**src/rtl/pulse_stretch_led_pkg.sv**
```systemverilog
// pulse_stretch_led_pkg: shared FSM encoding and button-path time base constants.
// Debouncers and the LED stretcher import these so they agree on one tick.
package pulse_stretch_led_pkg;

    typedef logic [1:0] state_t;

    localparam state_t ST_IDLE = 2'b00;
    localparam state_t ST_ON   = 2'b01;
    localparam state_t ST_GAP  = 2'b10;

    localparam int DEF_TICK_DIV  = 250000;
    localparam int DEF_ON_TICKS  = 40;
    localparam int DEF_OFF_TICKS = 20;
    localparam int DEF_PEND_MAX  = 7;
    localparam int DEF_PEND_W    = 3;

endpackage

```
**src/rtl/pulse_stretch_led_tick_gen.sv**
```systemverilog
// tick_gen: free-running prescaler, one-cycle tick every TICK_DIV cycles.
// clr_i restarts the count so the next tick lands exactly TICK_DIV cycles later.
module tick_gen
    import pulse_stretch_led_pkg::*;
#(
    parameter int TICK_DIV = DEF_TICK_DIV
) (
    input  logic clkDB,
    input  logic rst_n,
    input  logic clr_i,
    output logic tick_o
);

    localparam int CW = (TICK_DIV > 1) ? $clog2(TICK_DIV) : 1;
    localparam logic [CW-1:0] LAST = CW'(TICK_DIV - 1);

    logic [CW-1:0] cnt_q, cnt_d;

    assign tick_o = (cnt_q == LAST);
    assign cnt_d  = (clr_i || tick_o) ? '0 : cnt_q + 1'b1;

    always_ff @(posedge clkDB or negedge rst_n) begin
        if (!rst_n) cnt_q <= '0;
        else        cnt_q <= cnt_d;
    end

endmodule

```
**src/rtl/pulse_stretch_led.sv**
```systemverilog
// pulse_stretch_led: stretches button-event pulses into fixed LED flashes, queueing
// events that arrive mid-flash. PULSE_STRETCH_OVF_EN builds the sticky overflow flag.
module pulse_stretch_led
    import pulse_stretch_led_pkg::*;
#(
    parameter int TICK_DIV  = DEF_TICK_DIV,
    parameter int ON_TICKS  = DEF_ON_TICKS,
    parameter int OFF_TICKS = DEF_OFF_TICKS,
    parameter int PEND_MAX  = DEF_PEND_MAX,
    parameter int PEND_W    = DEF_PEND_W
) (
    input  logic              clkDB,
    input  logic              rst_n,
    input  logic              pulse_in,
    output logic              led_out,
    output logic              busy,
    output logic [PEND_W-1:0] pending,
    output logic              overflow
);

    localparam int PH_MAX = (ON_TICKS > OFF_TICKS) ? ON_TICKS : OFF_TICKS;
    localparam int PH_W   = (PH_MAX > 1) ? $clog2(PH_MAX + 1) : 1;
    localparam logic [PH_W-1:0]   ON_LAST  = PH_W'(ON_TICKS - 1);
    localparam logic [PH_W-1:0]   OFF_LAST = PH_W'(OFF_TICKS - 1);
    localparam logic [PEND_W-1:0] PMAX     = PEND_W'(PEND_MAX);

    state_t            state_q, state_d;
    logic [PH_W-1:0]   phase_q, phase_d;
    logic [PEND_W-1:0] pend_q, pend_d;
    logic              led_q, busy_q;
    logic              tick, clr, phase_end, pend_nz, inc, dec, drop;

    tick_gen #(.TICK_DIV(TICK_DIV)) u_tick (
        .clkDB  (clkDB),
        .rst_n  (rst_n),
        .clr_i  (clr),
        .tick_o (tick)
    );

    always_comb begin
        pend_nz   = (pend_q != '0);
        phase_end = tick && (phase_q == ((state_q == ST_ON) ? ON_LAST : OFF_LAST));
        state_d   = state_q;
        inc       = 1'b0;
        dec       = 1'b0;
        case (state_q)
            ST_IDLE: begin
                // A non-empty queue in IDLE is unreachable; drain it anyway.
                if (pulse_in || pend_nz) begin
                    state_d = ST_ON;
                    dec     = pend_nz;
                end
            end
            ST_ON: begin
                inc = pulse_in;
                if (phase_end) state_d = ST_GAP;
            end
            ST_GAP: begin
                if (!phase_end) begin
                    inc = pulse_in;
                end else if (pend_nz || pulse_in) begin
                    // With an empty queue the edge pulse starts the flash itself.
                    state_d = ST_ON;
                    dec     = pend_nz;
                    inc     = pulse_in && pend_nz;
                end else begin
                    state_d = ST_IDLE;
                end
            end
            default: state_d = ST_IDLE;
        endcase
        clr     = (state_d != state_q);
        phase_d = (clr || state_q == ST_IDLE) ? '0 : phase_q + PH_W'(tick);
        drop    = inc && !dec && (pend_q == PMAX);
        pend_d  = (inc && !dec && !drop) ? pend_q + 1'b1 :
                  (dec && !inc)          ? pend_q - 1'b1 : pend_q;
    end

    always_ff @(posedge clkDB or negedge rst_n) begin
        if (!rst_n) begin
            state_q <= ST_IDLE;
            phase_q <= '0;
            pend_q  <= '0;
            led_q   <= 1'b0;
            busy_q  <= 1'b0;
        end else begin
            state_q <= state_d;
            phase_q <= phase_d;
            pend_q  <= pend_d;
            led_q   <= (state_d == ST_ON);
            busy_q  <= (state_d != ST_IDLE);
        end
    end

`ifdef PULSE_STRETCH_OVF_EN
    logic ovf_q;

    always_ff @(posedge clkDB or negedge rst_n) begin
        if (!rst_n) ovf_q <= 1'b0;
        else        ovf_q <= ovf_q | drop;
    end

    assign overflow = ovf_q;
`else
    assign overflow = 1'b0;
`endif

    assign led_out = led_q;
    assign busy    = busy_q;
    assign pending = pend_q;

endmodule

```
**config.mk**
```make
export PLATFORM = sky130hd
export DESIGN_NAME = pulse_stretch_led
export DESIGN_NICKNAME = d
export VERILOG_FILES = /design/src/rtl/pulse_stretch_led_pkg.sv /design/src/rtl/pulse_stretch_led_tick_gen.sv /design/src/rtl/pulse_stretch_led.sv
export SDC_FILE = /design/constraint.sdc
export NUM_CORES = 1
export LEC_CHECK = 0
export ABC_CLOCK_PERIOD_IN_PS = 6300
export CAP_MARGIN = 5
export CORE_MARGIN = 1
export CORE_UTILIZATION = 30
export DETAILED_ROUTE_END_ITERATION = 10
export GPL_ROUTABILITY_DRIVEN = 0
export RECOVER_POWER = 25
export SLEW_MARGIN = 20
export SYNTH_ARGS = -nofsm -noshare
export SYNTH_HDL_FRONTEND = slang
export SYNTH_HIERARCHICAL = 1
export SYNTH_SLANG_ARGS = --single-unit
```
**constraint.sdc**
```tcl
create_clock -name clkDB -period 6.3 [get_ports clkDB]
set_input_delay 0.63 -clock clkDB [delete_from_list [all_inputs] [get_ports clkDB]]
set_output_delay 0.63 -clock clkDB [all_outputs]
set_load 0.005 [all_outputs]
```
After elaboration in Yosys (flattened, before gate mapping)
Cells that the tools add are included.

Register bits after elaboration: 31. Input bits: 3. Output and inout port bits: 6. Logic and storage cells: 49.

Add/sub/neg operators: 4. Equal/unequal tests: 7. Multiplexer cells: 16. Reduce and logical (&&, ||, !) cells: 16.

Operator list (number): 18-bit by 1-bit adder with 18-bit output, second input constant (1); 18-bit == test, second input constant (1); 18-bit two-way mux (1); 6-bit two-way mux (2); 6-bit by 1-bit adder with 6-bit output (1); 6-bit == test (1); 1-bit logical AND (6); 2-bit two-way mux (3); 3-bit two-way mux (2); 2-bit case mux with 3 select lines (1); 1-bit two-way mux (5); 2-bit by 1-bit == test with 1-bit output, second input constant (2); 1-bit case mux with 2 select lines (2); 2-bit nonzero test (2); 3-bit by 1-bit adder with 3-bit output, second input constant (1); 3-bit == test, second input constant (1); 1-bit logical NOT (3); 1-bit logical OR (3); 3-bit nonzero test (1); 3-bit by 1-bit subtractor with 3-bit output, second input constant (1); 2-bit == test, second input constant (1); 2-bit logical NOT (1); 2-bit != test (1).

Depth between registers and ports, before layout
Gate-level depths: netlist of run 1.

Depth after elaboration: 12. Mapped depth: 13. Gate-level depth less buffers: 12.

Modules after synthesis
Netlist of run 1, hierarchy kept.

By module, submodules not included: tick_gen (times used 1, cells an instance 96, area each 925.9 um^2, seq. area each 450.4 um^2); pulse_stretch_led (times used 1, cells an instance 81, area each 917.1 um^2, seq. area each 325.3 um^2).

Least setup slack after synthesis of run 1
Ideal clock, no wire load.

Path kind: reg2reg. Start point: register u_tick.cnt_q[11]. End point: register u_tick.cnt_q[10]. Library setup time: 0.119 ns. Arrival: 3.136 ns. Required time: 6.181 ns. Slack: 3.045 ns. Stages on the path, launching flop included: 13. Buffers on the path: 1. Period minus slack after synthesis: 3.255 ns. Cells stage by stage: dfrtp_1 or4_4 nor4_1 nand4b_4 or2_1 a32oi_2 a21boi_1 o21a_2 nand2b_1 inv_1 o41ai_4 buf_6 nor2_1.

Word-level cells in the longest chain between the ends: 7. Elaborated cells on any way between the ends: 8. Classes of those cells: eq/ne (2); mux (4); reduce/logical (2).

Ends and longest elaborated chain: from (decl) (RTL line pulse_stretch_led_tick_gen.sv:17) `logic [CW-1:0] cnt_q, cnt_d;`; from (signal assigned) (RTL line pulse_stretch_led_tick_gen.sv:24) `else cnt_q <= cnt_d;`; 18-bit == test (*) (RTL line pulse_stretch_led_tick_gen.sv:19) `assign tick_o = (cnt_q == LAST);`; named net tick (RTL line pulse_stretch_led.sv:31) `logic tick, clr, phase_end, pend_nz, inc, dec, drop;`; 1-bit logical AND (*) (RTL line pulse_stretch_led.sv:42) `phase_end = tick && (phase_q == ((state_q == ST_ON) ? ON_LAST : OFF_LAST));`; 2-bit two-way mux, on equally long branches (RTL line pulse_stretch_led.sv:59, pulse_stretch_led.sv:56); 2-bit case mux with 3 select lines (*) (RTL line pulse_stretch_led.sv:46) `case (state_q)`; 2-bit != test (*) (RTL line pulse_stretch_led.sv:72) `clr = (state_d != state_q);`; named net clr (RTL line pulse_stretch_led.sv:31); 1-bit logical OR (*) (RTL line pulse_stretch_led_tick_gen.sv:20) `assign cnt_d = (clr_i || tick_o) ? '0 : cnt_q + 1'b1;`; 18-bit two-way mux (*) (RTL line pulse_stretch_led_tick_gen.sv:20); named net u_tick.cnt_d[10] (RTL line pulse_stretch_led_tick_gen.sv:17).

Mark *: on every way through the listed nets, which the timed path passes. The rest lies on a longest branch. A chain may end at the register's enable or synchronous reset.

Final worst setup path of run 1
Start point: register u_tick.cnt_q[0]. End point: register u_tick.cnt_q[8].

Same word-level chain as after synthesis.

==> results of run 1 <==
layout make-up:
class,instances,area [µm²]
sequential,31,775.7
tap,75,93.84
clock buffer,7,76.32
fill,596,3862
multi-input combinational,133,1003
inverter,8,30.03
timing repair buffer,8,73.82
clock inverter,1,5.005
power by group:
part / switching [W] / internal [W] / leakage (nW)
Sequential: 0.0000377 / 0.000230 / 0.415
Clock: 0.0000720 / 0.0000774 / 0.0422
Combinational: 0.000131 / 0.000123 / 0.383
worst max-delay path, cell delays in order, from the launching register on:
cell      delay [ns]
dfrtp_1         0.38
ha_1            0.21
nand4_1         0.34
nor4_1          0.80
nand4b_4        0.23
or2_1           0.32
a32oi_2         0.28
a21boi_1        0.21
o21a_2          0.23
nand2b_1        0.17
inv_1           0.08
o41ai_4         0.16
nor2_1          0.14
per-layer routing:
layer	track usage (%)	share of wire [%]	vias to the layer above
li1	-	-	645
met2	17.63	45	14
met5	0	0	-
met1	15.61	51	637
met3	3.750	3.3	4
met4	3.214	0.84	0
Yosys cell counts, types with 2 or more instances:
cell	count	area, µm²
nand4_1	7	43.79
nand2_1	13	48.80
nor2_1	24	90.09
xnor2_1	16	140.1
clkbuf_1	2	7.510
nor3_1	2	10.01
nand3_1	7	35.03
mux2i_1	2	20.02
xor2_1	5	43.79
and4bb_1	2	25.02
nor4_1	10	62.56
dfrtp_1	31	775.7
o21a_2	2	17.52
a31oi_1	2	12.51
nor4b_2	4	60.06
o211ai_1	2	15.01
a21oi_2	2	17.52
o21ai_0	2	10.01
a21oi_1	2	10.01
ha_1	7	87.58
inv_1	8	30.03
sequential cells by signal (all words and copies together), names as in the netlist:
register,cells
u_tick/cnt_q,18
busy,1
pending,3
led_out,1
state_q,2
phase_q,6
metrics by stage:
stage               instance area, µm²  total power (W)  setup WS, ns  std cells
global route                      2058        0.0007311         2.338        263
detailed placement                1981        0.0005271         2.632        255
CTS                               2062        0.0006818         2.609        263
floorplan                         1843        0.0004634         3.045        177
finish                            2058        0.0006711         2.577        263
global placement                  1981        0.0005263         2.712        255
cells by family after synthesis:
family | after synthesis | share of synthesized area, %
compound gates | 19 | 9.437
xor+xnor | 21 | 9.979
fa+ha+maj | 8 | 5.838
buf+inv | 13 | 3.463
flops | 31 | 42.09
mux | 3 | 1.901
other cells | 1 | 0.2035
simple gates | 81 | 27.09
worst max-delay path by stage:
stage	slack, ns	cells past startpoint	from	endpoint
2_1_floorplan	3.05	12	u_tick/cnt_q[11]	u_tick/cnt_q[10]
3_3_place_gp	2.71	12	u_tick/cnt_q[0]	u_tick/cnt_q[14]
3_5_place_dp	2.63	12	u_tick/cnt_q[0]	u_tick/cnt_q[8]
4_1_cts	2.61	12	u_tick/cnt_q[0]	u_tick/cnt_q[8]
5_1_grt	2.34	12	u_tick/cnt_q[0]	u_tick/cnt_q[8]
6_report	2.58	12	u_tick/cnt_q[0]	u_tick/cnt_q[8]
==> results.yml, run 1 <==
synthesis:
  synth.cell_area_um2: 1843
  synthDistinctLibCells: 46
  synth_cells: 177
  synth.net_count: 188
  async_flop_share_pct: 100.0
  ys_seq_elements: 31
  ys_warn_count: 6
  synthFlopType: "dfrtp_1"
  synth_edf_count: 0
  yosysSeqAreaShare_pct: 42.09
  syn_avg_cell_area_um2: 10.41
die:
  num_rows: 28
  io_pins: 9
  start_util_pct: 31.13
  chipHeight_um: 80.38
  fp.dieW_um: 80.38
  core_um2: 5921
  dieArea_um2: 6461
critical_path:
  critPathMaxFanout: 16
  rr_startpoint: "u_tick/cnt_q[0]"
  crit_required_ns: 6.42
  critPathLaunchType: "flop"
  worstPathArrival_ns: 3.84
  cp-end-kind: "flop"
  reg2reg_depth: 12
  r2r_slack_ns: 2.58
  crit_type: "reg2reg"
  rr_endpoint: "u_tick/cnt_q[8]"
pwr:
  peakVddDrop_uv: 211.6
  power_density_nw_per_um2: 326.1
  p_leak_nw: 0.8398
cells_and_area:
  layout_common_cells: "31 x dfrtp_1, 24 x nor2_1, 16 x xnor2_1"
  diodes: 0
  drive_gt1_share_pct: 13.30
  layout_commonest_cell: "dfrtp_1"
  final_nets: 198
  post-route-util_pct: 34.76
  area_delta_synth_final_pct: 11.68
status:
  status: "finished with violations"
  violations: "max-capacitance violations, max-slew violations"
hold_path:
  worstHoldPathType: "reg2reg"
  hp-start: "u_tick/cnt_q[0]"
  hold-path-endpoint: "u_tick/cnt_q[0]"
  hold-path-cell-count: 1
routing:
  avgRoutedWirePerCell_um: 12.24
  first_pass_iters: 4
  drc: 0
  vias: 1300
  via_per_inst: 4.943
  drt-total-wl_um: 3219
  drt_iter0_drc: 80
  antenna_left: 0
global_route:
  grt_pass1_vias: 1292
  antenna_found_initial: 0
  grt_pass1_wl_um: 5823
  grt_max_degree: 32
  overflow: 0
  grt_usage_pct: 11.60
sta:
  tightestPinTransition_ns: 1.642
  skew_ns: 0.002843
  tns_ns: 0
  final_max_slew_viol_count: 32
  fmax_mhz: 268.6
  rsz0062_at_grt: "false"
  period_needed_ns: 3.723
  finalCritPeriodShare_pct: 59.10
  max_slew_margin_pct: -9.485
  final-hold-violation-count: 0
  holdWs_ns: 0.4830
  setup_viol: 0
clock_network:
  cts_tree: "yes"
  cts_resized: 0
  post-cts-setup-buffers: 0
  cts.clk_slew.worst_paths_ns: 0.06
  cts_buffer_depth: 2
  clockRootBuffer: "clkbuf_8"
  cts.htree.levels: 2
  clk_latency_ns: 0.27
  clock-sinks: 31
  cts_made_buffers: 5
  hold_buffers: 0
placement:
  hpwlAfterDp_um: 2214
  numPortBuffers: 7
job:
  cap_viol_max_count: 1
No activity file was read; power rests on OpenSTA's default activity.
==> inputs of run 2 (changes only) <==
--- a/config.mk
+++ b/config.mk
@@ -5,7 +5,7 @@
 export SDC_FILE = /design/constraint.sdc
 export NUM_CORES = 1
 export LEC_CHECK = 0
-export ABC_CLOCK_PERIOD_IN_PS = 6300
+export ABC_CLOCK_PERIOD_IN_PS = 3600
 export CAP_MARGIN = 5
 export CORE_MARGIN = 1
 export CORE_UTILIZATION = 30
==> constraint.sdc (replaced) <==
create_clock -name clkDB -period 3.6 [get_ports clkDB]
set_input_delay 0.36 -clock clkDB [delete_from_list [all_inputs] [get_ports clkDB]]
set_output_delay 0.36 -clock clkDB [all_outputs]
set_load 0.005 [all_outputs]
==> run 2 against run 1 <==
  * The run still ends with max-capacitance violations, max-slew violations left
  * Sequential power grew 75%
  * Cell area is 0.30% higher
  * Clock power up 63%
  * Register-to-register slack lost 2.2 ns
  * Flip-flop and latch count stayed put
  * Largest cell class unchanged
  * Highest routed layer unchanged
==> results.yml, run 2 (synthesis results as in run 1) <==
placement:
  placed_cell_area_um2: 1996
  hpwlAfterDp_um: 2273
  numPortBuffers: 7
critical_path:
  critPathMaxFanout: 16
  critPathLaunchType: "flop"
  crit_type: "reg2reg"
  worstPathArrival_ns: 3.38
  cp-end-kind: "flop"
  crit_required_ns: 3.71
job:
  cap_viol_max_count: 1
die:
  core_um2: 5921
  start_util_pct: 31.13
  fp.dieW_um: 80.38
  io_pins: 9
  dieArea_um2: 6461
  num_rows: 28
  chipHeight_um: 80.38
sta:
  holdWs_ns: 0.5043
  max_slew_margin_pct: -7.297
  rsz0062_at_grt: "false"
  tns_ns: 0
  setup_viol: 0
  fmax_mhz: 306.2
  skew_ns: 0.004273
  period_needed_ns: 3.266
  final-hold-violation-count: 0
  tightestPinTransition_ns: 1.609
  finalCritPeriodShare_pct: 90.72
  final_max_slew_viol_count: 32
cells_and_area:
  regMostFlops: "u_tick/cnt_q"
  drive_gt1_share_pct: 13.83
  diodes: 0
  multi_input_area_um2: 1003
  layout_commonest_cell: "dfrtp_1"
  largest_register_ffs: 18
  area_delta_synth_final_pct: 12.02
  regArea_um2: 775.7
  fin_area_um2: 2064
  final_nets: 200
  layout_common_cells: "31 x dfrtp_1, 24 x nor2_1, 16 x xnor2_1"
  fill_cells: 597
pwr:
  fin_total_pwr_w: 0.001153
  peakVddDrop_uv: 330.2
  power_density_nw_per_um2: 558.5
  p_leak_nw: 0.8444
routing:
  drc: 0
  first_pass_iters: 4
  drt_iter0_drc: 57
  via_per_inst: 4.749
  drt-total-wl_um: 3135
  avgRoutedWirePerCell_um: 11.92
  vias: 1249
  antenna_left: 0
clock_network:
  cts.clk_slew.worst_paths_ns: 0.06
  clockRootBuffer: "clkbuf_8"
  cts.htree.levels: 2
  hold_buffers: 0
  cts_made_buffers: 5
  cts_buffer_depth: 2
  cts_resized: 0
  clk_latency_ns: 0.27
  post-cts-setup-buffers: 0
  clock-sinks: 31
  cts_tree: "yes"
global_route:
  grt_pass1_vias: 1336
  grt_usage_pct: 11.76
  grt_pass1_wl_um: 5865
  antenna_found_initial: 0
  grt_max_degree: 32
  overflow: 0
status:
  status: "finished with violations"
  violations: "max-capacitance violations, max-slew violations"
hold_path:
  worstHoldPathType: "reg2reg"
[run 2: metal layers]
metal	GRT usage, %	vias up	wire length [µm]
met5	0	-	0
met4	4.286	0	13
met3	3.068	2	69
met2	19.83	8	1513
met1	14.29	593	1538
li1	-	646	-
[run 2: worst max-delay path, cell delays in order, from the launching register on]
cell and delay (ns):
dfrtp_1 0.41, or4_4 0.58, nor4_1 0.27, buf_4 0.19
nand4b_4 0.13, or2_1 0.29, a32oi_2 0.28, a21boi_1 0.19
o21a_2 0.23, nand2b_1 0.17, inv_1 0.08, o41ai_4 0.15
nor2_1 0.15
[run 2: cell type report]
class	count	share of cell area [%]
multi-input combinational	133	48.61
sequential	31	37.58
tap	75	4.545
timing repair buffer	10	4.303
clock buffer	6	3.515
inverter	8	1.455
[run 2: through the flow]
stage | worst slack [ns] | util, % | cells
detailed placement | 0.3150 | 33.71 | 257
floorplan | 0.3452 | - | 177
global route | 0.03838 | 34.87 | 263
global placement | 0.4160 | 33.71 | 257
finish | 0.3340 | 34.87 | 263
CTS | 0.2747 | 34.93 | 263
[run 2: power by group]
group	internal (W)	total, W	leakage (nW)	switching, W
clock network	0.000129	0.000243	0.0371	0.000115
registers	0.000403	0.000469	0.415	0.0000660
logic	0.000214	0.000441	0.393	0.000227
[run 2: worst paths after layout]
path,startpoint,endpoint,slack [ns],depth (start not counted)
setup / recovery,u_tick/cnt_q[11],u_tick/cnt_q[14],0.33,12
hold / removal,u_tick/cnt_q[0],u_tick/cnt_q[0],0.50,1
setup reg to reg,u_tick/cnt_q[11],u_tick/cnt_q[14],0.33,12
hold reg to reg,u_tick/cnt_q[0],u_tick/cnt_q[0],0.50,1
max in group asynchronous,rst_n,busy,1.63,2
min in group asynchronous,rst_n,u_tick/cnt_q[6],1.03,2
==> inputs of run 3 (changes only) <==
--- a/config.mk
+++ b/config.mk
@@ -11,6 +11,8 @@
 export CORE_UTILIZATION = 30
 export DETAILED_ROUTE_END_ITERATION = 10
 export GPL_ROUTABILITY_DRIVEN = 0
+export GPL_TIMING_DRIVEN = 0
+export PLACE_DENSITY = 0.49
 export RECOVER_POWER = 25
 export SLEW_MARGIN = 20
 export SYNTH_ARGS = -nofsm -noshare
==> run 3 against run 2 <==
  * The run now ends clean
  * Largest cell class unchanged
  * Highest routed layer unchanged
  * Critical endpoint is now u_tick/cnt_q[16]
  * Die area is the same
  * Critical path type unchanged
  * Critical path depth increased by 1
  * Clock skew grew 0.0020 ns
  * Combinational power increased by 12%
==> results.yml, run 3 (synthesis results as in run 1) <==
status:
  status: "finished, final reports clean"
routing:
  via_per_inst: 4.879
  drt-total-wl_um: 3483
  drt_iter0_drc: 46
  drc: 0
  antenna_left: 0
  first_pass_iters: 4
  avgRoutedWirePerCell_um: 12.76
  vias: 1332
job:
  cap_viol_max_count: 0
cells_and_area:
  area_delta_synth_final_pct: 16.50
  layout_common_cells: "31 x dfrtp_1, 24 x nor2_1, 16 x xnor2_1"
  stdcell_count: 273
  diodes: 0
  drive_gt1_share_pct: 18.69
  largest_register_ffs: 18
  regMostFlops: "u_tick/cnt_q"
  post-route-util_pct: 36.26
  final_nets: 208
  layout_commonest_cell: "dfrtp_1"
sta:
  holdWs_ns: 0.1367
  period_needed_ns: 3.286
  rsz0062_at_grt: "false"
  tightestPinTransition_ns: 0.9251
  finalCritPeriodShare_pct: 91.28
  max_slew_margin_pct: 38.33
  final-hold-violation-count: 0
  tns_ns: 0
  final_max_slew_viol_count: 0
  fmax_mhz: 304.3
  skew_ns: 0.006251
  setup_viol: 0
  setup_ws_ns: 0.3140
critical_path:
  crit_family: "simple AND/OR/NAND/NOR gates"
  cp.buffers_inverters: 2
  worstPathArrival_ns: 3.50
  path_cells: "nor4_2 -> nand4_1 -> nor4_4 -> nand4b_4 -> or2_1 -> a32oi_2 -> a211oi_1 -> a21oi_2 -> nand2b_1 -> inv_1 -> o41ai_4 -> buf_6 -> nor2_1"
  critPathLaunchType: "flop"
  crit_type: "reg2reg"
  cp-end-kind: "flop"
  slowest_stage: "dfrtp_1"
  critPathMaxFanout: 10
  slowest_delay_ns: 0.45
  crit_required_ns: 3.81
pwr:
  combPwrFrac_pct: 40.3
  power_density_nw_per_um2: 573.3
  seq_power_share_pct: 37.9
  intPower_w: 0.0007802
  peakVddDrop_uv: 288.3
  p_clk_share_pct: 21.8
  p_leak_nw: 0.8856
  p_sw_w: 0.0004506
  switching_share_pct: 36.61
clock_network:
  clockRootBuffer: "clkbuf_8"
  cts_tree: "yes"
  clock-sinks: 31
  cts.htree.levels: 2
  hold_buffers: 0
  cts.clk_slew.worst_paths_ns: 0.07
  cts_made_buffers: 5
  cts_buffer_depth: 2
  clk_latency_ns: 0.28
die:
  num_rows: 28
  dieArea_um2: 6461
  fp.dieW_um: 80.38
  core_um2: 5921
  chipHeight_um: 80.38
  io_pins: 9
  start_util_pct: 31.13
hold_path:
  worstHoldPathType: "in2async"
global_route:
  grt_max_degree: 18
  antenna_found_initial: 0
  grt_pass1_wl_um: 6175
  grt_usage_pct: 12.44
  overflow: 0
  grt_pass1_vias: 1345
placement:
  hpwlAfterDp_um: 2516
  dp_cells: 260
  numPortBuffers: 7
  place_ws_ns: -0.2843
-- run 3: metal layers --
metal,track usage [%],wire length (µm),vias up
li1,-,-,671
met1,16.85,1732,642
met2,18.90,1626,15
met3,3.068,92,4
met4,4.821,31,0
met5,0,0,-
-- run 3: area by class of cell --
cell class	count	area (µm²)
tap	75	93.84
sequential	31	775.7
timing repair buffer	13	105.1
inverter	8	30.03
multi-input combinational	133	1025
fill	590	3774
clock inverter	3	15.01
clock buffer	5	68.82
buffer	5	33.78
-- run 3: stage by stage --
| step | instance area [µm²] | power, W |
|---|---|---|
| detailed placement | 2029 | 0.0009675 |
| global route | 2147 | 0.001332 |
| floorplan | 1843 | 0.0008109 |
| global placement | 2007 | 0.0009688 |
| finish | 2147 | 0.001231 |
| CTS | 2128 | 0.001244 |
-- run 3: final timing paths --
path / from / to / slack, ns / depth (start not counted)
setup / recovery: u_tick/cnt_q[8] / u_tick/cnt_q[16] / 0.31 / 13
setup reg to reg: u_tick/cnt_q[8] / u_tick/cnt_q[16] / 0.31 / 13
hold reg to reg: u_tick/cnt_q[0] / u_tick/cnt_q[0] / 0.49 / 1
min in group clkDB: u_tick/cnt_q[0] / u_tick/cnt_q[0] / 0.49 / 1
max in group asynchronous: rst_n / phase_q[4] / 2.17 / 2
hold / removal: rst_n / u_tick/cnt_q[6] / 0.14 / 1
-- run 3: what timing repair did --
item | CTS | global route
buffers inserted | 0 | 5
pin swaps | 0 | 3
resized for setup | 2 | 1
setup endpoints to repair | 17 | 17
-- run 3: worst register-to-register path: stages, from the launching register on --
cell	delay, ns
dfrtp_1	0.45
nor4_2	0.32
nand4_1	0.20
nor4_4	0.38
nand4b_4	0.18
or2_1	0.30
a32oi_2	0.30
a211oi_1	0.13
a21oi_2	0.26
nand2b_1	0.16
inv_1	0.11
o41ai_4	0.13
buf_6	0.18
nor2_1	0.11
-- run 3: power by group through the flow --
stage / Clock [W] / Combinational (W) / Sequential (W)
floorplan: 0 / 0.000345 / 0.000466
global placement: 0 / 0.000494 / 0.000475
detailed placement: 0 / 0.000495 / 0.000472
CTS: 0.000281 / 0.000497 / 0.000467
global route: 0.000296 / 0.000560 / 0.000477
finish: 0.000269 / 0.000496 / 0.000466
